**src/rtl/demux4_stream.sv**
```systemverilog
// -----------------------------------------------------------------------------
// demux4_stream
//
// Splits one 8-bit valid/ready stream into four single-entry registered
// channels of width 4 (a), 6 (b), 7 (c) and 8 (d). Each incoming word is
// steered by in_sel. The selected channel keeps the low W bits of the word and
// flags overflow when any dropped upper bit was set. Each channel drains
// independently and counts the words it has delivered.
//
// Ports
//   clk                      rising-edge clock
//   rst_n                    synchronous active-low reset
//   in_data[7:0]             source word
//   in_sel[1:0]              destination: 0=a, 1=b, 2=c, 3=d
//   in_valid / in_ready      source handshake (in_ready is combinational)
//   a[3:0] b[5:0] c[6:0] d[7:0]  channel data registers
//   X_valid / X_ready        per-channel sink handshake
//   a_ovf b_ovf c_ovf        dropped upper bits of the held word were non-zero
//   cnt_a..cnt_d[CNT_W-1:0]  words delivered per channel (wrapping)
// -----------------------------------------------------------------------------
module demux4_stream #(
    parameter int CNT_W = 8
) (
    input  logic             clk,
    input  logic             rst_n,

    input  logic [7:0]       in_data,
    input  logic [1:0]       in_sel,
    input  logic             in_valid,
    output logic             in_ready,

    output logic [3:0]       a,
    output logic [5:0]       b,
    output logic [6:0]       c,
    output logic [7:0]       d,

    output logic             a_valid,
    output logic             b_valid,
    output logic             c_valid,
    output logic             d_valid,

    input  logic             a_ready,
    input  logic             b_ready,
    input  logic             c_ready,
    input  logic             d_ready,

    output logic             a_ovf,
    output logic             b_ovf,
    output logic             c_ovf,

    output logic [CNT_W-1:0] cnt_a,
    output logic [CNT_W-1:0] cnt_b,
    output logic [CNT_W-1:0] cnt_c,
    output logic [CNT_W-1:0] cnt_d
);

    // Channel index order everywhere below: 0=a, 1=b, 2=c, 3=d.
    logic [3:0]       valid_q, valid_d;
    logic [3:0]       ready_vec;
    logic [3:0]       load;
    logic [3:0]       drain;

    logic [3:0]       a_q, a_d;
    logic [5:0]       b_q, b_d;
    logic [6:0]       c_q, c_d;
    logic [7:0]       d_q, d_d;
    logic [2:0]       ovf_q, ovf_d;          // a, b, c only; d cannot overflow

    logic [CNT_W-1:0] cnt_q [4];
    logic [CNT_W-1:0] cnt_d_v [4];

    assign ready_vec = {d_ready, c_ready, b_ready, a_ready};
    assign drain     = valid_q & ready_vec;

    // Only the addressed channel decides in_ready, so a stalled channel never
    // blocks words headed elsewhere. A full channel whose sink is accepting
    // this cycle frees its slot at the same edge, so it can take a new word.
    // NOTE: every signal driven from always_comb gets a default first so that
    // no path leaves it unassigned, which would infer a latch.
    always_comb begin
        in_ready = 1'b0;
        if (rst_n) begin
            in_ready = !valid_q[in_sel] || ready_vec[in_sel];
        end
    end

    always_comb begin
        load = '0;
        if (in_valid && in_ready) begin
            load[in_sel] = 1'b1;
        end
    end

    // A load wins over a drain: simultaneous drain+load keeps the channel
    // full with the new word, giving back-to-back throughput with no bubble.
    assign valid_d = load | (valid_q & ~drain);

    always_comb begin
        a_d   = a_q;
        b_d   = b_q;
        c_d   = c_q;
        d_d   = d_q;
        ovf_d = ovf_q;
        if (load[0]) begin
            a_d      = in_data[3:0];
            ovf_d[0] = |in_data[7:4];
        end
        if (load[1]) begin
            b_d      = in_data[5:0];
            ovf_d[1] = |in_data[7:6];
        end
        if (load[2]) begin
            c_d      = in_data[6:0];
            ovf_d[2] = in_data[7];
        end
        if (load[3]) begin
            d_d      = in_data;
        end
    end

    always_comb begin
        for (int i = 0; i < 4; i++) begin
            cnt_d_v[i] = cnt_q[i] + {{(CNT_W-1){1'b0}}, drain[i]};
        end
    end

    // NOTE: state registers use non-blocking assignments so every flop samples
    // the pre-edge values of its neighbours, independent of statement order.
    // NOTE: the data and overflow registers are reset too (not only the valid
    // bits), so the outputs read as zero after reset, not stale words.
    always_ff @(posedge clk) begin
        if (!rst_n) begin
            valid_q <= '0;
            a_q     <= '0;
            b_q     <= '0;
            c_q     <= '0;
            d_q     <= '0;
            ovf_q   <= '0;
            for (int i = 0; i < 4; i++) begin
                cnt_q[i] <= '0;
            end
        end else begin
            valid_q <= valid_d;
            a_q     <= a_d;
            b_q     <= b_d;
            c_q     <= c_d;
            d_q     <= d_d;
            ovf_q   <= ovf_d;
            for (int i = 0; i < 4; i++) begin
                cnt_q[i] <= cnt_d_v[i];
            end
        end
    end

    assign a       = a_q;
    assign b       = b_q;
    assign c       = c_q;
    assign d       = d_q;
    assign a_valid = valid_q[0];
    assign b_valid = valid_q[1];
    assign c_valid = valid_q[2];
    assign d_valid = valid_q[3];
    assign a_ovf   = ovf_q[0];
    assign b_ovf   = ovf_q[1];
    assign c_ovf   = ovf_q[2];
    assign cnt_a   = cnt_q[0];
    assign cnt_b   = cnt_q[1];
    assign cnt_c   = cnt_q[2];
    assign cnt_d   = cnt_q[3];

endmodule

```
**config.mk**
```make
export PLATFORM = sky130hd
export DESIGN_NAME = demux4_stream
export DESIGN_NICKNAME = d
export VERILOG_FILES = /design/src/rtl/demux4_stream.sv
export SDC_FILE = /design/constraint.sdc
export NUM_CORES = 1
export LEC_CHECK = 0
export ABC_AREA = 1
export CAP_MARGIN = 20
export CORE_MARGIN = 3
export CORE_UTILIZATION = 49
export CTS_BUF_LIST = sky130_fd_sc_hd__clkbuf_8
export DETAILED_ROUTE_END_ITERATION = 8
export PLACE_DENSITY = 0.78
export SLEW_MARGIN = 20
export SYNTH_ARGS = -nofsm -noshare
export SYNTH_HDL_FRONTEND = slang
export SYNTH_SLANG_ARGS = --single-unit
```
**constraint.sdc**
```tcl
create_clock -name clk -period 1.95 [get_ports clk]
set_input_delay 0.4875 -clock clk [delete_from_list [all_inputs] [get_ports clk]]
set_output_delay 0.4875 -clock clk [all_outputs]
set_load 0.01 [all_outputs]
```
# [Word-level counts from Yosys, hierarchy flattened]
# Memory sizes are Yosys's and may differ from the RTL's.
# Index checks and enable logic that the tools add are counted.
[word_totals] regBits=32 mem_bits_rw=32 elab_cells=43 n_memories=1
[classes] addsub=4 n_lt_le_gt_ge=2 muxes=14 bitwise=8 n_reduce_logical=6
[mem_list] memory="cnt_q" depth=4 word_bits=8 read_ports=4 rd_ports_with_merged_regs=0 wr=4 line_no="69" source="logic [CNT_W-1:0] cnt_q [4];"
[ops] op="$add 8x1->8" n=4
[ops] op="$mux 8" n=4
[ops] op="$and 4x4->4" n=2
[ops] op="$mux 1" n=6
[ops] op="$bmux 1 s2" n=2
[ops] op="$mux 4" n=1
[ops] op="$not 4->4" n=1
[ops] op="$or 1x1->1" n=4
[ops] op="$or 4x4->4" n=1
[ops] op="$reduce_or 4->1" n=1
[ops] op="$lt 2x3->1 const B" n=1
[ops] op="$demux 1 s2" n=1
[ops] op="$ge 2x1->1 const B" n=1
[ops] op="$logic_and 1x1->1" n=2
[ops] op="$reduce_or 2->1" n=1
[ops] op="$logic_not 1->1" n=1
[ops] op="$logic_or 1x1->1" n=1

# [Logic depth before layout (Yosys ltp)]
[logic_depth] depth_word=8 ltp_mapped=12 ltp_nobuf=10

# [Worst setup path after synthesis]
# Ideal clock, no wire load.
[synth_timing] path_kind="input-to-output" startpoint="input rst_n" endpoint="output in_ready" arrival_time_ps=1362 t_required_ps=1462 slack_ps=101 stages=4 path_cell_list="buf_2 clkinv_1 clkbuf_1 a21oi_1"
[synth_via] elab_chain_len=1
[synth_lines] element="from (decl)" line_no="25" source="input logic rst_n,"
[synth_lines] element="$mux 1" line_no="82" source="if (rst_n) begin"
[synth_lines] element="to (decl)" line_no="30" source="output logic in_ready,"
# No other way between the ends.

# [Worst setup path after layout]
[layout_timing] startpoint="input in_sel[1]" endpoint="output in_ready"
[layout_via] elab_chain_len=5 elab_cells_between_ends=7 classes_between="mux (5); reduce/logical (2)"
[layout_lines] element="from (decl)" line_no="28" source="input logic [1:0] in_sel,"
[layout_lines] element="$bmux 1 s2" line_no="83" source="in_ready = !valid_q[in_sel] || ready_vec[in_sel];"
[layout_lines] element="$mux 1 (not written as such)" line_no="83"
[layout_lines] element="$logic_not 1->1" line_no="83"
[layout_lines] element="$logic_or 1x1->1 (*)" line_no="83"
[layout_lines] element="$mux 1 (*)" line_no="82"
# Every way passes the cells marked *; elsewhere a longest branch is shown, timed or not. The select of a mux whose other input is x is not followed.

==> metrics.cfg <==
[outcome]
status=completed

[critical_path]
path_max_fanout=7
path_depth=7
crit_path_top_delay_cell=sky130_fd_sc_hd__dlygate4sd2_1
required_ns=1.46
path_buf_inv=2
rr_worst_depth=9
critical-path-max-stage-delay_ns=0.31
timing.critical_path.max_delay_family=buffers and inverters
critical_path.cell_chain=dlygate4sd2_1 > nor2_2 > nand2_1 > nand2_1 > nor2_2 > a21oi_2 > buf_2
cp.arrival_ns=1.37
criticalPathCategory=primary input to output pin
cp-start-kind=primary input
timing.critical_path.to_type=output pin

[power_and_ir_drop]
leakagePower_nw=1.92
totalPowerFinal_mw=2.96
max-vdd-ir-drop_v=0.000587
power_density_mw_per_mm2=736

[routing]
routed_wire_length_per_instance_um=12.0
totalWireLength_mm=6.73
detailedRoute.firstIterationViolations=101
vias=2662
first_pass_iters=5
drcViolationCount=0
routed_via_density=4.73
postRouteAntennaNets=0

[timing]
fmaxAchievable_ghz=0.538
timing.final.crit_share_pct=95.4
setup_viol_count_final=0
final_hold_viol_count=0
period_needed_ns=1.86
rsz0062_at_grt=false
fin_worst_skew_ns=0.0128
tns_ns=0
slew-limit-headroom_pct=71.3
tightest_slew_ns=0.430
report.final.slew_viol_count=0

[global_routing]
grt_overflow_total=0
gr-usage-all-layers_pct=21.4
grt_first_pass_wirelength_mm=10.7
maximum_number_of_pins_on_one_net_before_global_route_repair=43
antenna_violations_before_repair=0
grt_pass1_vias=2368

[clock_network]
ctsLongestPathBuffers=2
cts-root-buf=sky130_fd_sc_hd__clkbuf_8
post_cts_hold_fix_bufs=0
cts.sinks=64
post_cts_buffers=0
clk-insertion-delay-late_ns=0.34
cts-htree-levels=3
tritoncts_clock_tree=done
clk_pin_slew_worst_paths_ns=0.07
cts-buffers-inserted=9

[yosys]
postSynth.topFlopCell=sky130_fd_sc_hd__dfxtp_1
yosysTopAreaCellShare_pct=45.8
netlist_top_cells_area=sky130_fd_sc_hd__dfxtp_1 (46%), sky130_fd_sc_hd__nand2_1 (13%), sky130_fd_sc_hd__nor2_1 (11%)
yosysWarningCount=0
synth-edff-count=0
asyncSetResetFlopFracSynth_pct=0
synth.yosys.seq_area_share_pct=45.8
mappedNetlistNets=414
synth.cells.most_frequent=sky130_fd_sc_hd__nand2_1 (97), sky130_fd_sc_hd__nor2_1 (82), sky130_fd_sc_hd__dfxtp_1 (64), sky130_fd_sc_hd__inv_1 (56), sky130_fd_sc_hd__a21oi_1 (18)
syn-mean-instance-area_um2=7.20
synth-seq-cells=64
synthMostInstantiatedCell=sky130_fd_sc_hd__nand2_1
ys_types=29
synth_top_cell_by_area=sky130_fd_sc_hd__dfxtp_1
post_synth_inst_count=389
syn_area_mm2=0.00280

[job]
timing.max_cap.violations=0

[floorplan]
rows=26
initial_cell_density_of_the_core_pct=52.8
dieWidth_um=81.6
placeableCoreArea_mm2=0.00530
floorplan.die_area_mm2=0.00666
chipHeight_um=81.6
num_io_pins=82

[placement]
detailed_place_hpwl_mm=4.79
gp_congestion=0.784
placement.io_buffers=81

[finish]
drive_gt1_share_pct=11.0
antenna_cells_inserted=0
syn2layout_area_growth_pct=43.6
multi_input_comb_area_mm2=0.00123
ff_latch_area_mm2=0.00128
fillers=403
design.final.nets=513

[worst_hold_path]
holdCritPathClass=flip-flop to flip-flop
timing.hold.worst_path_depth=4

-- flip-flops by register name, indices dropped and copies added, names as in the netlist --
name / cells
b: 6
c: 7
a: 4
ovf_q: 3
d: 8
cnt_q: 32
valid_q: 4
-- logic make-up after synthesis --
family	share of synthesized area, %
AND/OR/NAND/NOR	33.2
buffers and inverters	11.0
flip-flops	45.8
AO/OA/AOI/OAI	6.21
adder cells (fa/ha/maj)	3.58
XOR/XNOR	0.313
-- layout make-up --
cell class | instances | share of cell area (%)
clock inverter | 7 | 2.99
tap | 70 | 2.18
multi-input combinational | 254 | 30.6
sequential | 64 | 31.9
clock buffer | 9 | 3.08
timing repair buffer | 100 | 23.7
inverter | 59 | 5.57
-- layout by cell type, fill, tap and decap left out, types with 3 or more instances in the layout --
| cell type | n |
|---|---|
| sky130_fd_sc_hd__dfxtp_1 | 64 |
| sky130_fd_sc_hd__ha_1 | 8 |
| sky130_fd_sc_hd__a21oi_1 | 17 |
| sky130_fd_sc_hd__clkbuf_8 | 9 |
| sky130_fd_sc_hd__nand4_4 | 3 |
| sky130_fd_sc_hd__o21ai_0 | 7 |
| sky130_fd_sc_hd__nor3_1 | 5 |
| sky130_fd_sc_hd__o21a_1 | 4 |
| sky130_fd_sc_hd__nor2_1 | 80 |
| sky130_fd_sc_hd__nor2_2 | 3 |
| sky130_fd_sc_hd__bufinv_16 | 3 |
| sky130_fd_sc_hd__buf_4 | 18 |
| sky130_fd_sc_hd__clkdlybuf4s50_1 | 73 |
| sky130_fd_sc_hd__a31oi_1 | 3 |
| sky130_fd_sc_hd__inv_1 | 56 |
| sky130_fd_sc_hd__nand2_1 | 97 |
| sky130_fd_sc_hd__nand2_2 | 3 |
| sky130_fd_sc_hd__nand3_1 | 8 |
| sky130_fd_sc_hd__dlygate4sd2_1 | 3 |
| sky130_fd_sc_hd__nand4_1 | 3 |
-- tightest hold or removal path: stages (launching register included) --
cell                      delay [ns]
sky130_fd_sc_hd__dfxtp_1        0.31
sky130_fd_sc_hd__inv_1          0.05
sky130_fd_sc_hd__nand2_1        0.04
sky130_fd_sc_hd__nand2_1        0.05
sky130_fd_sc_hd__nor2_1         0.03
-- report_power, final --
| group | internal, mW | switching [mW] |
|---|---|---|
| Combinational | 0.112 | 0.130 |
| Sequential | 1.33 | 0.0145 |
| Clock | 0.850 | 0.521 |
| Total | 2.29 | 0.665 |
-- what timing repair did --
action,in CTS,in global routing
endpoints found under the setup margin,5,5
pin swaps,0,1
gates resized for setup,8,9
hold endpoints to repair,0,0
-- layer usage --
| metal | global-route usage (%) | part of all wire (%) | wire length (µm) | vias up |
|---|---|---|---|---|
| met5 | 0 | 0 | 0 | - |
| met4 | 6.64 | 1.1 | 76 | 0 |
| met3 | 7.79 | 7.0 | 471 | 6 |
| met2 | 36.2 | 49 | 3270 | 71 |
| met1 | 25.2 | 43 | 2910 | 1199 |
| li1 | - | - | - | 1386 |
-- path summary, 6_finish.rpt --
check | slack (ns) | from | end
min reg2reg | 0.51 | b[2] | b[2]
max | 0.09 | in_sel[1] | in_ready
max reg2reg | 0.43 | valid_q[1] | cnt_q[1][7]
min | 0.51 | b[2] | b[2]
-- stage by stage --
| step | util (%) | setup WS, ns | instances | hold WS, ns | cell area (µm²) |
|---|---|---|---|---|---|
| 3_5_place_dp | 71.0 | -0.670 | 547 | 0.500 | 3760 |
| 4_1_cts | 75.4 | 0.00390 | 563 | 0.513 | 4000 |
| 3_3_place_gp | 71.0 | -0.653 | 547 | 0.491 | 3760 |
| 5_1_grt | 75.8 | 0.0155 | 563 | 0.536 | 4020 |
| 6_report | 75.8 | 0.0900 | 563 | 0.511 | 4020 |
| 2_1_floorplan | - | 0.101 | 389 | 0.511 | 2800 |
No activity file was read; power rests on OpenSTA's default activity.
